**src/rtl/cpu_pkg.sv**
```systemverilog
// Purpose: shared CPU definitions (condition codes, flag bit positions).
// Latency: n/a (types and constants only).
// Backpressure: n/a.
package cpu_pkg;

    // Predication condition codes carried by every instruction.
    typedef enum logic [2:0] {
        COND_AL = 3'd0,
        COND_EQ = 3'd1,
        COND_NE = 3'd2,
        COND_LT = 3'd3,
        COND_GE = 3'd4,
        COND_GT = 3'd5,
        COND_LE = 3'd6,
        COND_NV = 3'd7
    } cond_t;

    // Bit positions inside the 2-bit flag vector.
    localparam int FLAG_Z = 0;
    localparam int FLAG_N = 1;

endpackage

```
**src/rtl/cond_check.sv**
```systemverilog
// Purpose: evaluate a condition code against an N/Z flag vector.
// Latency: purely combinational.
// Backpressure: none.
// Ports: cond (3b code), flags (bit0 Z, bit1 N) -> pass (1 = condition holds).
module cond_check
    import cpu_pkg::*;
(
    input  logic [2:0] cond,
    input  logic [1:0] flags,
    output logic       pass
);

    logic z;
    logic n;

    assign z = flags[FLAG_Z];
    assign n = flags[FLAG_N];

    always_comb begin
        pass = 1'b0;
        case (cond_t'(cond))
            COND_AL: pass = 1'b1;
            COND_EQ: pass = z;
            COND_NE: pass = ~z;
            COND_LT: pass = n;
            COND_GE: pass = ~n;
            COND_GT: pass = ~n & ~z;
            COND_LE: pass = n | z;
            COND_NV: pass = 1'b0;
            default: pass = 1'b0;
        endcase
    end

endmodule

```
**src/rtl/execute_commit.sv**
```systemverilog
// Purpose: execute-stage commit: N/Z flag register, predication, EX/MEM pipeline register.
// Latency: 1 cycle from execute inputs to *_m outputs; cond_ex/branch_taken combinational.
// Backpressure: stall holds EX/MEM and blocks flag writes; flush clears EX/MEM controls (flush beats stall).
// Ports: clk/rst (sync, active-high); execute inputs valid_in, alu_result, alu_flags, store_data,
//        rd, cond, flag_write, reg_write, mem_write, mem_to_reg, branch, stall, flush;
//        outputs flags_q, cond_ex, branch_taken and registered valid_m, reg_write_m,
//        mem_write_m, mem_to_reg_m, result_m, store_data_m, rd_m.
module execute_commit
    import cpu_pkg::*;
#(
    parameter int N  = 32,
    parameter int RW = 4
) (
    input  logic          clk,
    input  logic          rst,
    input  logic          valid_in,
    input  logic [N-1:0]  alu_result,
    input  logic [1:0]    alu_flags,
    input  logic [N-1:0]  store_data,
    input  logic [RW-1:0] rd,
    input  logic [2:0]    cond,
    input  logic          flag_write,
    input  logic          reg_write,
    input  logic          mem_write,
    input  logic          mem_to_reg,
    input  logic          branch,
    input  logic          stall,
    input  logic          flush,
    output logic [1:0]    flags_q,
    output logic          cond_ex,
    output logic          branch_taken,
    output logic          valid_m,
    output logic          reg_write_m,
    output logic          mem_write_m,
    output logic          mem_to_reg_m,
    output logic [N-1:0]  result_m,
    output logic [N-1:0]  store_data_m,
    output logic [RW-1:0] rd_m
);

    logic commit;
    logic flag_en;

    // Conditions read the registered flags only; a flag-setting instruction
    // therefore affects the next instruction, never itself.
    cond_check u_cond_check (
        .cond  (cond),
        .flags (flags_q),
        .pass  (cond_ex)
    );

    assign commit       = valid_in & cond_ex;
    assign flag_en      = commit & flag_write & ~stall & ~flush;
    assign branch_taken = valid_in & branch & cond_ex & ~stall;

    always_ff @(posedge clk) begin
        if (rst) begin
            flags_q <= 2'b00;
        end else if (flag_en) begin
            flags_q <= alu_flags;
        end
    end

    // EX/MEM register. A failed-condition instruction still moves down the
    // pipe as valid, but with every write control stripped.
    always_ff @(posedge clk) begin
        if (rst || flush) begin
            valid_m      <= 1'b0;
            reg_write_m  <= 1'b0;
            mem_write_m  <= 1'b0;
            mem_to_reg_m <= 1'b0;
            result_m     <= '0;
            store_data_m <= '0;
            rd_m         <= '0;
        end else if (!stall) begin
            valid_m      <= valid_in;
            reg_write_m  <= reg_write & commit;
            mem_write_m  <= mem_write & commit;
            mem_to_reg_m <= mem_to_reg & commit;
            result_m     <= alu_result;
            store_data_m <= store_data;
            rd_m         <= rd;
        end
    end

endmodule

```
**config.mk**
```make
export PLATFORM = sky130hd
export DESIGN_NAME = execute_commit
export DESIGN_NICKNAME = d
export VERILOG_FILES = /design/src/rtl/cpu_pkg.sv /design/src/rtl/cond_check.sv /design/src/rtl/execute_commit.sv
export SDC_FILE = /design/constraint.sdc
export NUM_CORES = 1
export LEC_CHECK = 0
export CAP_MARGIN = 0
export CORE_ASPECT_RATIO = 0.7
export CORE_UTILIZATION = 34
export DETAILED_ROUTE_END_ITERATION = 12
export GPL_TIMING_DRIVEN = 0
export MAX_ROUTING_LAYER = met4
export PLACE_DENSITY = 0.74
export SLEW_MARGIN = 15
export SYNTH_ARGS = -nofsm -noshare
export SYNTH_HDL_FRONTEND = slang
export SYNTH_HIERARCHICAL = 1
export SYNTH_SLANG_ARGS = --single-unit
```
**constraint.sdc**
```tcl
create_clock -name clk -period 1.55 [get_ports clk]
set_clock_uncertainty 0.2 [all_clocks]
set_input_delay 0.31 -clock clk [delete_from_list [all_inputs] [get_ports clk]]
set_output_delay 0.31 -clock clk [all_outputs]
set_load 0.05 [all_outputs]
```
==> After elaboration in Yosys (flattened, before gate mapping) <==
Index checks and enable logic that the tools add are counted.
{ "op_classes": {"n_mux": 1, "n_bitwise": 16, "eq_ne": 7, "n_reduce_logical": 2} }
{ "ops": {"columns": ["op", "count"], "rows": [
  ["== test 3 bit, second input constant", 4],
  ["bitwise AND 1 bit", 11],
  ["case mux 1 bit (8 select lines)", 1],
  ["== test 3 x 2 -> 1 bit, second input constant", 2],
  ["inverter 1 bit", 4],
  ["== test 3 x 1 -> 1 bit, second input constant", 1],
  ["logical NOT 3 bit", 1],
  ["logical OR 1 bit", 1],
  ["bitwise OR 1 bit", 1]
]} }
{ "totals": {"output_inout_bits": 76, "reg_bits": 74, "word_cells": 34} }

==> Longest topological paths before layout <==
Gate-level depths: netlist of run 1.
{ "depth": {"ltp_word": 7, "ltp_mapped": 6, "depth_no_buf": 6} }

==> Cells and area by module <==
The synthesis of run 1 kept the hierarchy.
{ "by_module_without_submodules": {"columns": ["module", "area_each_um2", "instances", "cells_each", "seq_area_each_um2"], "rows": [
  ["execute_commit", 2621.3, 1, 244, 1481.4],
  ["cond_check", 68.8, 1, 10, 0.0]
]} }

==> Least setup slack after synthesis of run 1 <==
No wires, ideal clock.
{ "synth_path": {"kind": "register -> output", "start": "register flags_q[0]", "end": "output branch_taken", "arrival_time_ps": 2542, "stages_incl_launch_ff": 6, "path_slack_ps": -1502, "path_cell_list": "dfxtp_1 nor2_1 a22o_1 a211oi_2 and3b_1 and2_1"} }
{ "synth_between": {"elab_chain_cells": 5, "elab_cells_between_ends": 6} }
{ "synth_lines": {"columns": ["element", "line_no", "source"], "rows": [
  ["from (decl)", "execute_commit.sv:29", "output logic [1:0] flags_q,"],
  ["from (signal assigned)", "execute_commit.sv:60", "flags_q <= alu_flags;"],
  ["inverter 1 bit", "cond_check.sv:24, cond_check.sv:27", null],
  ["bitwise AND 1 bit", "cond_check.sv:27", "COND_GT: pass = ~n & ~z;"],
  ["case mux 1 bit (8 select lines) *", "cond_check.sv:21", "case (cond_t'(cond))"],
  ["named net cond_ex", "execute_commit.sv:30", "output logic cond_ex,"],
  ["bitwise AND 1 bit * (2 in series)", "execute_commit.sv:54", "assign branch_taken = valid_in & branch & cond_ex & ~stall;"],
  ["to (decl)", "execute_commit.sv:31", "output logic branch_taken,"]
]} }
Mark *: on every way through the listed nets, which the timed path passes. The rest lies on a longest branch.

==> Final worst setup path of run 1 <==
{ "layout_path": {"start": "input cond[0]", "end": "output branch_taken"} }
{ "layout_between": {"elab_chain_cells": 4, "elab_cells_between_ends": 11} }
{ "layout_lines": {"columns": ["element", "line_no", "source"], "rows": [
  ["from (decl)", "execute_commit.sv:21", "input logic [2:0] cond,"],
  ["== test 3 bit (tied with other cells)", "cond_check.sv:21", null],
  ["case mux 1 bit (8 select lines) *", "cond_check.sv:21", null],
  ["bitwise AND 1 bit * (2 in series)", "execute_commit.sv:54", null]
]} }
Every way passes the cells marked *; elsewhere a longest branch is shown, timed or not.

==> metrics.txt, run 1 <==
first-pass iteration count of the detailed router 4; CP bufs+invs 2; fmax 435.0 MHz; CP Data Required Time 1.04 ns; grt total ovfl 0; failing checks setup timing; final hold vios 0; global-route wire length before repair 12010 um; peak supply drop 0.5199 mV; filler instances 688; vias 2401; Starting Density 35.95%; routability cong. 0.7766; initial antenna violation count 0; Antenna diodes 0; worst setup path class input pin to primary output; outcome finished, violations left; max-cap violation count 0; die area 0.008277 mm^2; IO buf count 157; Final Instance Area 0.004449 mm^2; slew margin rel. 78.84%; Core ar. 0.007482 mm^2; area taken by multi-input logic gates 0.001186 mm^2; die height 76.42 um; Starting DRT DRC Count 76; Final min period 2.299 ns; Yosys warnings 6; NumNets Final 509; reg2reg end flags_q[0]; Top Ports 159; final design utilization 59.46%; Worst-Skew Late Latency 0.32 ns; final WL 7572 um; CP max stage cell or3b_4; R2R setup slack -0.53 ns; Setup WS post-layout -0.7488 ns; post-synthesis sequential area ratio 55.07%; reg2reg start flags_q[0]; critical path's top delay family simple AND/OR/NAND/NOR gates; # clock sinks 74; Register Area 0.001489 mm^2; largest fanout on the critical path 4; layout cells sized above 1 29.00%; Hold Crit Class input pin to flip-flop; crit-path cells dlygate4sd2_1 -> or3b_4 -> a21oi_4 -> a211oi_4 -> and3b_2 -> and2_4 -> buf_8; routed len/inst 14.31 um; Slew Limit Fails 0; DRC violations left 0; largest net degree at the start of global routing 13; remaining antenna violation count after routing 0; unrepaired setup endpoints after global routing true; startpoint types input pin; die width 108.3 um; post-synthesis average cell area 10.59 um^2; CTS Buffer Depth 2; TritonCTS clock tree built; Setup-failing EPs final 7; max incr delay on CP 0.42 ns; vias in the first global route 2480; register bit total from synthesis 74; CTS root buffer clkbuf_16; Hold Path Sink rd_m[3]; Reg clk slew, reported paths 0.06 ns; vias per cell 4.539; Worst Reg-to-Reg Cells 8; Post-DP Area 0.004403 mm^2; crit path capture type primary output; leakage power figure 2.126 nW; Area growth syn-to-layout 65.40%; H-Tree Depth 3; Worst-Margin Slew 0.3174 ns; hold_sp stall; Syn Inst Count 254; period utilization 148.3%; FP Rows 26; power density cells 1108 mW/mm^2; Final TNS setup -3.722 ns; data arrival time of the critical path 1.79 ns; cell area after synthesis 0.002690 mm^2; cts hold-fix bufs 0; GRT Total Usage 19.36%; cts bufs inserted 9; Post-Syn Nets 337; Worst Hold Path Cells 3; overall power 0.004930 W; number of distinct library cells after synthesis 18; hpwl dp 5495 um
## cell type report
cell class,count,share of cell area (%)
Clock buffer,11,5.231
Multi-Input combinational cell,164,26.66
Clock inverter,5,1.772
Buffer,15,1.744
Tap cell,98,2.756
Sequential cell,74,33.46
Timing Repair Buffer,162,28.37
## worst register-to-register path, stage by stage (launching register included)
cell and delay [ns]:
dfxtp_4 0.34, or3b_4 0.38, a21oi_4 0.18, a211oi_4 0.05
and3b_2 0.22, buf_4 0.14, buf_6 0.11, and3b_2 0.21
mux2i_1 0.16
## routing by layer
| layer | vias to the layer above | share of wire (%) | GRT usage, % |
|---|---|---|---|
| li1 | 1186 | - | - |
| met3 | 2 | 5.7 | 4.705 |
| met5 | - | 0 | - |
| met2 | 78 | 48 | 31.85 |
| met1 | 1135 | 46 | 23.26 |
| met4 | 0 | 0.53 | 6.081 |
## layout by cell type, fill, tap and decap left out
master	synthesis	final
nand2b_1	5	5
a211oi_4	0	1
or3b_4	0	1
dlygate4sd2_1	0	2
and3b_2	0	2
or2_4	0	1
and2_4	0	1
a21oi_4	0	1
a22o_1	1	1
buf_4	1	5
dfxtp_1	74	72
o31ai_4	0	1
mux2i_1	71	71
buf_6	0	3
nand3_2	0	1
clkdlybuf4s50_1	0	78
dfxtp_4	0	2
bufinv_16	0	2
clkdlybuf4s18_2	0	3
clkinv_4	0	1
a22oi_2	0	3
clkinv_2	0	2
buf_8	0	1
clkbuf_2	0	1
nand2_1	2	2
nor2_1	73	73
clkbuf_1	1	2
clkbuf_16	0	9
buf_2	14	84
## state kept, by name, summed over array words and instances, names as in the netlist
register,cells
result_m,32
flags_q,2
reg_write_m,1
store_data_m,32
valid_m,1
mem_write_m,1
mem_to_reg_m,1
rd_m,4
## kinds of logic (layout without fill, tap and decap cells)
family | after synthesis | in the layout | synth area share [%]
and+or+nand+nor | 86 | 86 | 13.26
buffers and inverters | 16 | 193 | 3.023
AOI/OAI and AO/OA | 7 | 7 | 2.233
muxes | 71 | 71 | 26.42
DFF | 74 | 74 | 55.07
## how the worst max path moves through the flow
stage | cells past startpoint | slack [ns] | startpoint | end
final | 7 | -0.75 | cond[0] | branch_taken
after CTS | 6 | -0.77 | flags_q[0] | branch_taken
after global routing | 6 | -0.80 | flags_q[0] | branch_taken
after global placement | 7 | -1.54 | cond[2] | branch_taken
after detailed placement | 7 | -1.59 | cond[2] | branch_taken
after floorplan | 5 | -0.80 | flags_q[1] | branch_taken
## synth_stat cells (all sizes together)
cell type  instances  share of area (%)
nand2              2               0.28
nand2b             5                1.2
nand3              1               0.19
o31ai              1               0.28
a211oi             1               0.47
and3b              2               0.65
a22oi              3               0.84
a22o               1               0.33
or3b               1               0.33
buf               15                2.9
dfxtp             74                 55
and2               1               0.23
nor2              73                 10
a21oi              1               0.33
clkbuf             1               0.14
or2                1               0.23
mux2i             71                 26
## report_power, final
group | internal (W) | switching, W | total [W]
registers | 0.00196 | 0.0000291 | 0.00199
logic | 0.000353 | 0.000427 | 0.000780
clock network | 0.00141 | 0.000753 | 0.00216
total | 0.00372 | 0.00121 | 0.00493
## through the flow
stage	worst slack, ns	hold WS (ns)	std cells
after floorplan	-0.8011	0.2539	254
after global placement	-1.545	0.2737	509
after detailed placement	-1.589	0.2848	509
after CTS	-0.7669	0.1431	528
after global routing	-0.8019	0.1735	529
final	-0.7488	0.1522	529
## what timing repair did
action / 4_1_cts / 5_1_grt
resized for setup: 314 / 87
pin swaps: 8 / 5
gates cloned: 0 / 0
endpoints found under the hold margin: 0 / 0
endpoints found under the setup margin: 148 / 58
setup buffers: 4 / 2
(Power assumes the default switching activity.)
==> run 2: changes to the inputs <==
CELL_PAD_IN_SITES_DETAIL_PLACEMENT = 1   (was not set)
CELL_PAD_IN_SITES_GLOBAL_PLACEMENT = 1   (was not set)
CORE_UTILIZATION = 24   (was 34)
PLACE_DENSITY = 0.72   (was 0.74)
SETUP_SLACK_MARGIN = 0.2   (was not set)
==> metrics.txt, run 2 (same netlist as run 1, synthesis figures left out) <==
Area growth syn-to-layout 98.93%; filler instances 1136; switching power 0.001281 W; period utilization 150.2%; Antenna diodes 0; unrepaired setup endpoints after global routing true; peak supply drop 0.5770 mV; die height 90.58 um; vias 2458; IO buf count 157; DRC violations left 0; routed len/inst 15.37 um; reg2reg end flags_q[0]; Starting DRT DRC Count 65; hpwl dp 6396 um; Pint 0.003772 W; Reg clk slew, reported paths 0.06 ns; final hold vios 0; GRT Total Usage 15.99%; Slew Limit Fails 0; die width 128.5 um; layout cells sized above 1 46.10%; power density cells 944.2 mW/mm^2; first-pass iteration count of the detailed router 4; H-Tree Depth 3; largest fanout on the critical path 4; TritonCTS clock tree built; Worst-Skew Late Latency 0.33 ns; remaining antenna violation count after routing 0; commonest non-fill, non-tap cells in the layout 77 x clkdlybuf4s50_1, 76 x buf_8, 73 x nor2_1; vias in the first global route 2732; CP Launch Point flags_q[0]; Non-Filler Instances 584; CP endpoint branch_taken; grt met3 use 4.265%; Setup WS post-layout -0.7778 ns; data arrival time of the critical path 1.82 ns; clock power share 41.9%; GR peak layer met2; initial antenna violation count 0; cts hold-fix bufs 0; Starting Density 25.31%; Post-Place Cells 559; NumNets Final 514; grt met2 use 25.86%; Hold Crit Class input pin to flip-flop; commonest non-fill, non-tap cell in the layout clkdlybuf4s50_1; max-cap violation count 0; reg2reg start flags_q[0]; Worst Reg-to-Reg Cells 7; # clock sinks 74; routability cong. 0.6814; CP Data Required Time 1.04 ns; Final TNS setup -3.272 ns; hold_ws 0.1447 ns; largest net degree at the start of global routing 13; Core ar. 0.01063 mm^2; M1 GR Usage 19.09%; vias per cell 4.209; Setup-failing EPs final 7; outcome finished, violations left; CTS root buffer clkbuf_16; slew margin rel. 78.60%; Seq pwr share 40.2%; die area 0.01164 mm^2; combinational power share 18.0%; Switching Share 25.35%; Final min period 2.328 ns; worst setup path class flip-flop to primary output; leakage power figure 2.327 nW; grt total ovfl 0; Top Ports 159; global-route wire length before repair 13850 um; final WL 8978 um; fmax 429.6 MHz; cts bufs inserted 9; top flop regs result_m: 32 flops, store_data_m: 32 flops, rd_m: 4 flops; crit path capture type primary output; failing checks setup timing; startpoint types flip-flop; Worst-Margin Slew 0.3209 ns; R2R setup slack -0.47 ns; FP Rows 31; CTS Buffer Depth 2
[run 2: area by class of cell]
cell class | instances | area (um^2) | share of cell area [%]
well taps | 148 | 185.2 | 3.460
repair buffers | 167 | 2026 | 37.85
flip-flops and latches | 74 | 1579 | 29.51
multi-input cells | 164 | 1171 | 21.88
plain buffers | 15 | 85.08 | 1.590
clock inverters | 5 | 52.55 | 0.9820
clock buffers | 11 | 252.7 | 4.723
[run 2: timing repair]
action,in CTS,in global routing
buffers inserted,5,5
resized for setup,638,59
pin swaps,6,4
endpoints found under the setup margin,150,82
[run 2: per-layer routing]
metal / part of all wire [%] / wire (um)
met1: 45 / 4064
met3: 4.9 / 444
met4: 1.2 / 112
met2: 49 / 4357
met5: 0 / 0
[run 2: critical path, stage by stage, from the launching register on]
cell and delay (ns):
dfxtp_4 0.35, or3b_1 0.36, a21oi_2 0.20, a211oi_4 0.07, and3b_2 0.22, and2_4 0.14
buf_8 0.14
[run 2: worst min-delay path by stage]
stage / start / to / depth (start not counted)
floorplan: rd[0] / rd_m[0] / 2
global placement: result_m[5] / result_m[5] / 2
detailed placement: result_m[11] / result_m[11] / 2
CTS: stall / store_data_m[31] / 3
global route: stall / store_data_m[31] / 3
finish: stall / rd_m[3] / 3
[run 2: power groups by stage]
stage          registers (W)  clock network, W  logic, W
2_1_floorplan        0.00224                 0  0.000226
3_3_place_gp         0.00203                 0  0.000812
3_5_place_dp         0.00203                 0  0.000824
4_1_cts              0.00202           0.00219  0.000870
5_1_grt              0.00204           0.00227  0.000959
6_report             0.00203           0.00211  0.000909
[run 2: per-stage QoR]
stage	power, W	utilization, %	cell area, um^2	worst slack, ns
6_report	0.005053	50.35	5351	-0.7778
5_1_grt	0.005264	50.35	5351	-0.8363
4_1_cts	0.005076	47.99	5100	-0.8024
3_5_place_dp	0.002858	42.02	4466	-1.630
3_3_place_gp	0.002843	42.02	4466	-1.584
2_1_floorplan	0.002467	-	2709	-0.8011
==> run 3: changes to the inputs <==
CORE_UTILIZATION = 25   (was 24)
CTS_BUF_LIST = sky130_fd_sc_hd__clkbuf_8   (was not set)
PLACE_DENSITY = 0.75   (was 0.72)
==> metrics.txt, run 3 (same netlist as run 1, synthesis figures left out) <==
CP max stage cell or3b_4; final hold vios 0; Final TNS setup -4.069 ns; CTS Buffer Depth 2; Worst Reg-to-Reg Cells 8; Switching Share 26.19%; Worst-Skew Late Latency 0.34 ns; routed len/inst 15.78 um; initial antenna violation count 0; power density cells 864.6 mW/mm^2; FP Rows 31; period utilization 151.9%; cts hold-fix bufs 0; Non-Filler Instances 571; Worst-Margin Slew 0.3160 ns; largest fanout on the critical path 3; Post-DP Area 0.004446 mm^2; vias 2474; Slew Limit Fails 0; cts bufs inserted 9; Starting DRT DRC Count 50; Register Area 0.001579 mm^2; filler instances 1119; post-place setup slack -1.597 ns; worst setup path class flip-flop to primary output; overall power 0.004600 W; Pint 0.003395 W; failing checks setup timing; critical path's top delay family simple AND/OR/NAND/NOR gates; combinational power share 20.2%; switching power 0.001205 W; data arrival time of the critical path 1.84 ns; max incr delay on CP 0.39 ns; CP bufs+invs 1; vias in the first global route 2580; crit-path cells or3b_4 -> a21oi_4 -> a211oi_4 -> and3b_2 -> and2_4 -> buf_8; fmax 424.8 MHz; CP Launch Point flags_q[0]; leakage power figure 2.340 nW; area taken by multi-input logic gates 0.001177 mm^2; layout cells sized above 1 46.92%; die area 0.01119 mm^2; commonest non-fill, non-tap cells in the layout 76 x buf_8, 76 x clkdlybuf4s50_1, 72 x dfxtp_2; clock power share 35.8%; global-route wire length before repair 13370 um; Top Ports 159; grt total ovfl 0; # clock sinks 74; peak supply drop 0.3340 mV; Final Instance Area 0.005320 mm^2; largest net degree at the start of global routing 13; vias per cell 4.333; die width 126.0 um; Final min period 2.354 ns; TritonCTS clock tree built; Reg clk slew, reported paths 0.08 ns; die height 88.79 um; CP Data Required Time 1.04 ns; Area growth syn-to-layout 97.77%; unrepaired setup endpoints after global routing true; NumNets Final 517; max-cap violation count 0; Post-Place Cells 543; reg2reg end flags_q[1]; R2R setup slack -0.58 ns; DRC violations left 0; Seq pwr share 44.0%; top flop regs result_m: 32 flops, store_data_m: 32 flops, rd_m: 4 flops; slew margin rel. 78.80%; Starting Density 25.88%; Setup-failing EPs final 7; Core ar. 0.01040 mm^2; outcome finished, violations left; CTS root buffer clkbuf_8; crit path capture type primary output; GRT Total Usage 16.65%; Antenna diodes 0; number of logic stages on the critical path including buffering 6; Setup WS post-layout -0.8041 ns; final WL 9013 um; Hold Crit Class input pin to flip-flop; remaining antenna violation count after routing 0; IO buf count 157; H-Tree Depth 3; CP endpoint branch_taken; first-pass iteration count of the detailed router 4; routability cong. 0.6820; hpwl dp 6342 um; reg2reg start flags_q[0]; startpoint types flip-flop
==> run 3: worst min path at each step <==
stage                      from          endpoint  slack [ns]  depth (start not counted)
2_1_floorplan             rd[0]           rd_m[0]        0.25                          2
3_3_place_gp   store_data_m[25]  store_data_m[25]        0.27                          2
3_5_place_dp    store_data_m[7]   store_data_m[7]        0.29                          2
4_1_cts                   stall  store_data_m[31]        0.13                          3
5_1_grt                   stall           rd_m[3]        0.15                          3
6_report                  stall           rd_m[3]        0.14                          3
==> run 3: tightest hold or removal path, delay by kind of cell <==
kind | cells | cell delay, ns
mux | 1 | 0.09
simple gates | 1 | 0.07
buf+inv | 1 | 0.17
==> run 3: area by class of cell <==
type,instances,area share [%]
sequential,74,29.68
clock inverter,6,1.529
timing repair buffer,170,38.62
clock buffer,10,2.587
tap,132,3.104
buffer,15,2.352
multi-input combinational,164,22.13
==> run 3: routing by layer <==
layer / vias up / routed length, um / GRT usage (%)
li1: 1203 / - / -
met1: 1177 / 3961 / 19.18
met2: 85 / 4523 / 28.28
met3: 9 / 455 / 4.595
met4: 0 / 71 / 5.586
met5: - / 0 / -
==> run 3: what timing repair did <==
item,in CTS,in global routing
gates cloned,0,0
endpoints found under the setup margin,150,128
pin swaps,5,5
buffers inserted,5,8
resized for setup,688,29
==> run 3: power by group through the flow <==
stage	combinational [W]	clock (W)	sequential [W]
after global placement	0.000811	0	0.00203
after floorplan	0.000226	0	0.00224
after detailed placement	0.000824	0	0.00204
after global routing	0.000978	0.00180	0.00203
final	0.000929	0.00165	0.00202
after CTS	0.000902	0.00172	0.00203
==> run 3: stage by stage <==
stage               hold WS, ns  utilization [%]
floorplan                0.2539                -
global placement         0.2741            42.77
detailed placement       0.2861            42.77
CTS                      0.1304            49.89
global route             0.1453            51.18
finish                   0.1433            51.18
